[src/rtl/echo_sensor_if.sv]
// Ultrasonic ranger signal bundle: raw echo in, trigger and measurement results out.
interface echo_sensor_if;
  logic        echo;
  logic        trig;
  logic        echo_sig;
  logic        near;
  logic [21:0] echo_cycles;
  logic        meas_valid;

  modport master (
    output echo,
    input  trig, echo_sig, near, echo_cycles, meas_valid
  );

  modport slave (
    input  echo,
    output trig, echo_sig, near, echo_cycles, meas_valid
  );
endinterface

[src/rtl/echo_sensor.sv]
// Ultrasonic echo ranger: periodic trigger, echo width measurement with
// timeout, and hysteretic near/far classification with a play pulse on near-entry.
module echo_sensor #(
  parameter int unsigned TRIG_CYC    = 500,
  parameter int unsigned PERIOD_CYC  = 3000000,
  parameter int unsigned TIMEOUT_CYC = 1500000,
  parameter int unsigned NEAR_CYC    = 29000,
  parameter int unsigned FAR_CYC     = 34800
) (
  input  logic         clk,
  input  logic         rst,
  echo_sensor_if.slave bus
);

  typedef enum logic [1:0] {S_TRIG, S_WAIT, S_MEAS, S_HOLD} state_t;

  // Period counter keeps running through WAIT/MEAS, so it must hold a late
  // completion (trigger + two full timeouts) as well as the period itself.
  localparam int unsigned PW = $clog2(PERIOD_CYC + 2 * TIMEOUT_CYC + TRIG_CYC + 4);

  localparam logic [PW-1:0] TRIG_P      = PW'(TRIG_CYC);
  localparam logic [PW-1:0] PERIOD_LAST = PW'(PERIOD_CYC - 1);
  localparam logic [PW-1:0] PCNT_ONE    = PW'(1);
  localparam logic [21:0]   TMO_W       = 22'(TIMEOUT_CYC);
  localparam logic [21:0]   TMO_LAST    = 22'(TIMEOUT_CYC - 1);
  localparam logic [21:0]   NEAR_W      = 22'(NEAR_CYC);
  localparam logic [21:0]   FAR_W       = 22'(FAR_CYC);
  localparam logic [21:0]   W_ONE       = 22'(1);

  state_t        r_state;
  logic [PW-1:0] r_pcnt;
  logic [21:0]   r_width;
  logic          r_sync1;
  logic          r_echo_s;
  logic          r_echo_p;
  logic          r_trig;
  logic          r_echo_sig;
  logic          r_near;
  logic          r_meas_valid;
  logic [21:0]   r_echo_cycles;

  logic          w_rise;
  logic          w_done;
  logic          w_tmo;
  logic [21:0]   w_result;

  // Two-flop synchronizer plus one delayed copy for rise detection.
  always_ff @(posedge clk or posedge rst) begin
    if (rst) begin
      r_sync1  <= 1'b0;
      r_echo_s <= 1'b0;
      r_echo_p <= 1'b0;
    end else begin
      r_sync1  <= bus.echo;
      r_echo_s <= r_sync1;
      r_echo_p <= r_echo_s;
    end
  end

  assign w_rise = r_echo_s & ~r_echo_p;

  // Decide whether this cycle ends a measurement and what the result is.
  always_comb begin
    w_done = 1'b0;
    w_tmo  = 1'b0;
    unique case (r_state)
      S_WAIT: begin
        if (!w_rise && r_width == TMO_LAST) begin
          w_done = 1'b1;
          w_tmo  = 1'b1;
        end
      end
      S_MEAS: begin
        if (!r_echo_s) begin
          w_done = 1'b1;
        end else if (r_width == TMO_LAST) begin
          w_done = 1'b1;
          w_tmo  = 1'b1;
        end
      end
      default: ;
    endcase
    w_result = w_tmo ? TMO_W : r_width;
  end

  // Trigger/measure/hold sequencer with registered outputs.
  always_ff @(posedge clk or posedge rst) begin
    if (rst) begin
      r_state       <= S_TRIG;
      r_pcnt        <= '0;
      r_width       <= '0;
      r_trig        <= 1'b0;
      r_echo_sig    <= 1'b0;
      r_near        <= 1'b0;
      r_meas_valid  <= 1'b0;
      r_echo_cycles <= '0;
    end else begin
      r_meas_valid <= 1'b0;
      r_echo_sig   <= 1'b0;
      r_pcnt       <= r_pcnt + PCNT_ONE;
      unique case (r_state)
        S_TRIG: begin
          if (r_pcnt < TRIG_P) begin
            r_trig <= 1'b1;
          end else begin
            r_trig  <= 1'b0;
            r_width <= '0;
            r_state <= S_WAIT;
          end
        end
        S_WAIT: begin
          if (w_rise) begin
            r_width <= W_ONE;
            r_state <= S_MEAS;
          end else if (!w_done) begin
            r_width <= r_width + W_ONE;
          end
        end
        S_MEAS: begin
          if (!w_done) r_width <= r_width + W_ONE;
        end
        S_HOLD: begin
          if (r_pcnt >= PERIOD_LAST) begin
            r_pcnt  <= '0;
            r_state <= S_TRIG;
          end
        end
      endcase

      if (w_done) begin
        r_state       <= S_HOLD;
        r_meas_valid  <= 1'b1;
        r_echo_cycles <= w_result;
        if (w_tmo) begin
          r_near <= 1'b0;
        end else if (!r_near && w_result < NEAR_W) begin
          r_near     <= 1'b1;
          r_echo_sig <= 1'b1;
        end else if (r_near && w_result > FAR_W) begin
          r_near <= 1'b0;
        end
      end
    end
  end

  assign bus.trig        = r_trig;
  assign bus.echo_sig    = r_echo_sig;
  assign bus.near        = r_near;
  assign bus.echo_cycles = r_echo_cycles;
  assign bus.meas_valid  = r_meas_valid;

endmodule

[src/flat_wrapper.sv]
// flat-port wrapper written by rule: the top's interface ports become plain ports
module echo_sensor_flat 
#(
  parameter int unsigned TRIG_CYC    = 500,
  parameter int unsigned PERIOD_CYC  = 3000000,
  parameter int unsigned TIMEOUT_CYC = 1500000,
  parameter int unsigned NEAR_CYC    = 29000,
  parameter int unsigned FAR_CYC     = 34800
)
  (clk, rst, bus_echo, bus_trig, bus_echo_sig, bus_near, bus_echo_cycles, bus_meas_valid);
  echo_sensor_if bus_i ();
  input  logic clk;
  input  logic rst;
  input wire logic [$bits(bus_i.echo)-1:0] bus_echo;
  output wire logic [$bits(bus_i.trig)-1:0] bus_trig;
  output wire logic [$bits(bus_i.echo_sig)-1:0] bus_echo_sig;
  output wire logic [$bits(bus_i.near)-1:0] bus_near;
  output wire logic [$bits(bus_i.echo_cycles)-1:0] bus_echo_cycles;
  output wire logic [$bits(bus_i.meas_valid)-1:0] bus_meas_valid;
  assign bus_i.echo = bus_echo;
  assign bus_trig = bus_i.trig;
  assign bus_echo_sig = bus_i.echo_sig;
  assign bus_near = bus_i.near;
  assign bus_echo_cycles = bus_i.echo_cycles;
  assign bus_meas_valid = bus_i.meas_valid;
  echo_sensor #(.TRIG_CYC(TRIG_CYC), .PERIOD_CYC(PERIOD_CYC), .TIMEOUT_CYC(TIMEOUT_CYC), .NEAR_CYC(NEAR_CYC), .FAR_CYC(FAR_CYC)) u_core (.clk(clk), .rst(rst), .bus(bus_i));
endmodule
[config.mk]
export PLATFORM = sky130hd
export DESIGN_NAME = echo_sensor_flat
export DESIGN_NICKNAME = d
export VERILOG_FILES = /design/src/rtl/echo_sensor_if.sv /design/src/rtl/echo_sensor.sv /design/src/flat_wrapper.sv
export SDC_FILE = /design/constraint.sdc
export NUM_CORES = 1
export LEC_CHECK = 0
export CAP_MARGIN = 15
export CORE_MARGIN = 2
export CORE_UTILIZATION = 35
export DETAILED_ROUTE_END_ITERATION = 8
export SLEW_MARGIN = 15
export SYNTH_ARGS = -nofsm -noshare
export SYNTH_HDL_FRONTEND = slang
export SYNTH_SLANG_ARGS = --single-unit
[constraint.sdc]
create_clock -name clk -period 2.3 [get_ports clk]
set_clock_uncertainty 0.05 [all_clocks]
set_input_delay 0.23 -clock clk [delete_from_list [all_inputs] [get_ports clk]]
set_output_delay 0.23 -clock clk [all_outputs]
set_load 0.01 [all_outputs]
== After elaboration in Yosys (flattened, before gate mapping) ==
Index checks and enable logic that the tools add are counted.
Storage, ports and cells
  register bits: 76
  logic and storage cells: 65
Cells by class
  bitwise logic cells: 2
  add/subtract/negate cells: 2
  eq/ne operators: 8
  mux-type cells: 26
  order comparisons: 4
  reduce and logical (&&, ||, !) cells: 12
Operators with widths (count)
  two-way mux 22 bit: 4
  case mux 22 bit (3 select lines): 1
  two-way mux 23 bit: 2
  adder 23 x 1 -> 23 bit, second input constant: 1
  >= comparator 23 x 22 -> 1 bit, second input constant: 1
  less-than comparator 23 x 9 -> 1 bit, second input constant: 1
  adder 22 x 1 -> 22 bit, second input constant: 1
  == test 22 x 21 -> 1 bit, second input constant: 1
  greater-than comparator 22 x 16 -> 1 bit, second input constant: 1
  less-than comparator 22 x 15 -> 1 bit, second input constant: 1
  two-way mux 1 bit: 12
  two-way mux 2 bit: 4
  inequality test 3 x 1 -> 1 bit, second input constant: 2
  case mux 2 bit (3 select lines): 1
  nonzero test 3 bit: 2
  == test 2 bit, second input constant: 2
  case mux 1 bit (2 select lines): 2
  AND reduction 2 bit: 2
  AND reduction 4 bit: 1
  nonzero test 4 bit: 1
  logical AND 1 bit: 3
  inequality test 3 x 2 -> 1 bit, second input constant: 1
  == test 2 x 1 -> 1 bit, second input constant: 1
  logical NOT 1 bit: 2
  other kinds (4): 4

== Depth between registers and ports, before layout ==
Gate-level depths: netlist of the first run.
  depth after elaboration: 12
  mapped depth: 9
  depth with buffers taken out: 8

== Worst setup path before layout of the first run ==
OpenSTA, ideal clock, no wires.
  path kind: register -> register
  start point: register u_core.r_state[0]
  end point: register u_core.r_width[19]
  buffers on the path: 1
  clock period less this slack: 2.039 ns
  data arrival time: 1.860 ns
  path slack: 0.261 ns
  cell stages (with the launch flop): 10
  data required time: 2.121 ns
  path through: dfrtp_1 inv_1 ha_1 and3b_1 buf_1 nor4_1 o211a_1 nand3_1 xor2_1 nor2_1
On the way
  cells in the longest elaborated chain, start to end: 5
  elaborated cells on any way between the ends: 10
  those cells by class: eq/ne: 3; mux: 4; reduce/logical: 3
Ends and longest elaborated chain
  start, declared: line echo_sensor.sv:30  | state_t r_state;
  start signal, assigned: line echo_sensor.sv:89  | r_state <= S_TRIG;
  start signal, assigned: line echo_sensor.sv:108  | r_state <= S_WAIT;
  start signal, assigned: line echo_sensor.sv:114  | r_state <= S_MEAS;
  == test 2 bit or == test 2 x 1 -> 1 bit (tied branches): line echo_sensor.sv:66, echo_sensor.sv:101
  case mux 1 bit (2 select lines): line echo_sensor.sv:66  | unique case (r_state)
  two-way mux 22 bit (2 in a row)
  case mux 22 bit (3 select lines): line echo_sensor.sv:101  | unique case (r_state)
  end signal, assigned: line echo_sensor.sv:116  | r_width <= r_width + W_ONE;
  end signal, assigned: line echo_sensor.sv:120  | if (!w_done) r_width <= r_width + W_ONE;
  end, declared: line echo_sensor.sv:32  | logic [21:0] r_width;
Parallel ways exist; a longest one is shown, timed or not.
A chain may end at the register's enable or synchronous reset.

== Worst setup path in the final report of the first run ==
  start point: register u_core.r_pcnt[20]
  end point: register u_core.r_width[20]
On the way
  cells in the longest elaborated chain, start to end: 3
Ends and longest elaborated chain
  start, declared: line echo_sensor.sv:31  | logic [PW-1:0] r_pcnt;
  start signal, assigned: line echo_sensor.sv:100  | r_pcnt <= r_pcnt + PCNT_ONE;
  less-than comparator 23 x 9 -> 1 bit: line echo_sensor.sv:103  | if (r_pcnt < TRIG_P) begin
  inequality test 2 bit (no source line)
  AND reduction 2 bit (no source line)
No other way between the ends.

==> results.ini, run 1 <==
[logic_synthesis]
synthAdderAreaFrac_pct = 1.910
synthMuxAreaShare_pct = 0.5094
synth.largest_area_cell = dfrtp_1
yosys.area_share.simple_pct = 29.48
seq_area_frac_synth_pct = 48.39
synth_compound_area_share_pct = 8.851
synth_top_family_by_area = simple AND/OR/NAND/NOR gates
yosysTopAreaCellShare_pct = 48.39
netlist_area_um2 = 3930
syn-mean-instance-area_um2 = 9.161
yosysWarnings = 0
yosys_most_used_dff = dfrtp_1
synth-edff-count = 0
synthTopCellsByArea = dfrtp_1 48%, nand2_1 8.1%, nor2_1 4.7%
ys_ff_latch = 76
yosysUniqueCellTypes = 59
synth_xor_area_share_pct = 7.131
syn-num-nets = 438
ys_async_sr_fraction_pct = 100.0
syn_inst = 429

[layout]
final_cells = 632
n_antenna_cell = 0
nets = 496
layout-drive-gt1-share_pct = 15.45
layout-area-overhead-vs-synth_pct = 24.36

[routing]
routed_via_density = 5.155
drtAntennaViolNets = 0
drcViolationCount = 0
routed_wl_um = 9304
vias = 3258
first_iter_violations = 236
wl_per_cell_um = 14.72
first_pass_iters = 4

[sta]
fmaxAchievable_ghz = 0.4538
slew_headroom_pct = 72.33
drv_slew = 0
tns_ns = 0
hold_viol = 0
setup_viol = 0
min_period_over_period_pct = 95.82
rsz0062_at_grt = false
post-route-min-period_ns = 2.204
worstMarginPinSlew_ns = 0.4118

[floorplanning]
die_w_um = 110.0
die_area_um2 = 12090
num_rows = 38
io_pins = 29
start_util_pct = 36.10
fp.coreArea_um2 = 10890
fp.dieH_um = 110.0

[worst_setup_path]
crit_path_end_kind = flip-flop
critPathBufInv = 1
crit_family = compound AO/OA/AOI/OAI gates
crit_chain = or3_1 > a211o_4 > o21ai_4 > nor3_4 > buf_4 > a21o_1 > a21oi_1
critPathSlowestCell = or3_1
path_max_fanout = 11
cp-start-kind = flip-flop
arrival_ns = 2.44
worst_path_largest_cell_delay_ns = 0.44
cp.required_ns = 2.54
worstSetupPathType = reg2reg

[worst_hold_path]
worstHoldPathType = in2async

[cts]
cts_hold_buf = 0
cts_tree = built
clk_path_buf_depth = 2
cts_root_buffer = clkbuf_8
htree_levels = 3
cts.reportedPaths.clkPinSlew_ns = 0.08
cts_buffers = 9
clock-sinks = 76
clkLatencyLatePin_ns = 0.36

[run_status]
status = finished, final reports clean

[global_route]
grt_max_degree = 77
gr-total-overflow = 0
grt_pass1_vias = 3134
antenna_found_initial = 0
grt_pass1_wl_um = 15840
grt_usage_pct = 17.07

[place]
hpwlAfterDp_um = 6695
gp_congestion = 0.9577
io_buffers = 28
dp.cells = 612

[power_and_ir_drop]
ir_worst_vdd_v = 0.0002148
p_leak_nw = 2.238
powerDensity_nw_per_um2 = 540.9

[run]
max-cap-violations = 0

-- cells in the mapped netlist (3+ instances only) --
cell type	count
nand4_1	12
nand2_1	85
a31oi_1	4
xnor2_1	19
or2_2	4
ha_1	6
and3_1	9
inv_1	11
nand3_1	19
o21ai_0	14
or2_0	3
nor4_1	13
xor2_1	13
nand2b_1	4
nor2_1	49
a21oi_1	6
nor3_1	16
dfrtp_1	76
buf_2	11
-- area by class of cell --
cell class | count | area (µm²)
fill | 1069 | 6001
multi-input combinational | 323 | 1917
sequential | 76 | 1902
timing repair buffer | 65 | 595.6
tap | 140 | 175.2
clock buffer | 12 | 155.1
clock inverter | 4 | 95.09
inverter | 12 | 47.55
-- layout by cell type, fill, tap and decap left out, types with 3 or more instances in the layout --
cell and n:
or2_0 3, nand3_1 19, xnor2_1 19, nand4_1 12
bufinv_16 3, nor3_1 14, clkdlybuf4s50_1 28, and3_1 9
buf_12 3, or2_2 4, nor2_1 48, a31oi_1 4
nor4_1 12, buf_4 34, a21oi_1 5, nand2b_1 4
o21ai_0 14, clkbuf_8 11, inv_1 10, xor2_1 13
nand2_1 85, ha_1 6, dfrtp_1 76
-- routing by layer --
layer  GRT usage [%]  share of wire [%]  vias up
met1           23.79                 48     1573
met3           4.031                5.4       11
met4           6.239                1.4        0
met5               0                  0        -
met2           25.72                 45       77
li1                -                  -     1597
-- worst min-delay path, cell delays in order --
cell             delay [ns]
clkdlybuf4s50_1        0.41
inv_2                  0.07
buf_12                 0.32
-- state kept, by name, indices dropped and copies added, names as in the netlist --
register / cells
u_core.bus.echo_sig: 1
u_core.r_pcnt: 23
u_core.bus.meas_valid: 1
u_core.bus.echo_cycles: 22
u_core.r_width: 22
u_core.r_sync1: 1
u_core.r_echo_p: 1
u_core.r_echo_s: 1
u_core.bus.near: 1
u_core.bus.trig: 1
u_core.r_state: 2
-- power by group --
group	switching [mW]	internal (mW)	leakage [nW]
Sequential	0.00156	1.34	1.04
Combinational	0.0268	0.00756	1.08
Clock	0.491	0.779	0.127
Total	0.519	2.12	2.24
-- stage by stage --
step	util (%)	instance area [µm²]	hold WS, ns	power, mW	setup slack, ns
after floorplan	-	3930	0.2114	1.386	0.08167
after global placement	41.74	4544	0.2882	1.403	0.04642
after detailed placement	41.74	4544	0.2858	1.403	0.02648
after CTS	44.04	4795	0.2422	2.673	0.01665
after global routing	44.89	4887	0.2624	2.740	0.01145
final	44.89	4887	0.2296	2.644	0.09620
-- cells by family after synthesis --
group / count (synthesis)
compound gates: 48
xor+xnor: 32
fa+ha+maj: 6
buf+inv: 30
flops: 76
mux: 2
simple gates: 235
-- repair_timing --
action	CTS	global route
hold endpoints to repair	0	0
endpoints found under the setup margin	0	39
resized for setup	0	9
setup buffers	0	4
-- final timing paths --
| kind | startpoint | endpoint | slack (ns) | cells after the start |
|---|---|---|---|---|
| worst min-delay path | rst | u_core.r_pcnt[0] | 0.23 | 3 |
| worst max register to register | u_core.r_pcnt[20] | u_core.r_width[20] | 0.1 | 7 |
| worst min register to register | u_core.r_sync1 | u_core.r_echo_s | 0.30 | 0 |
| min in group clk | bus_echo | u_core.r_sync1 | 0.26 | 1 |
| max in group asynchronous | rst | u_core.r_width[20] | 1.67 | 3 |
| worst max-delay path | u_core.r_pcnt[20] | u_core.r_width[20] | 0.1 | 7 |
(Power assumes the default switching activity.)
==> inputs of run 2 (changes only) <==
Settings changed: SLEW_MARGIN 15 to default.
==> results of run 2 <==
The final DEF is identical to that of run 1; final timing and power are the same.
==> inputs of run 3 (changes only) <==
Settings changed: HOLD_SLACK_MARGIN from default to 0.08.
==> results of run 3 <==
The final DEF is identical to that of run 1; final timing and power are the same.
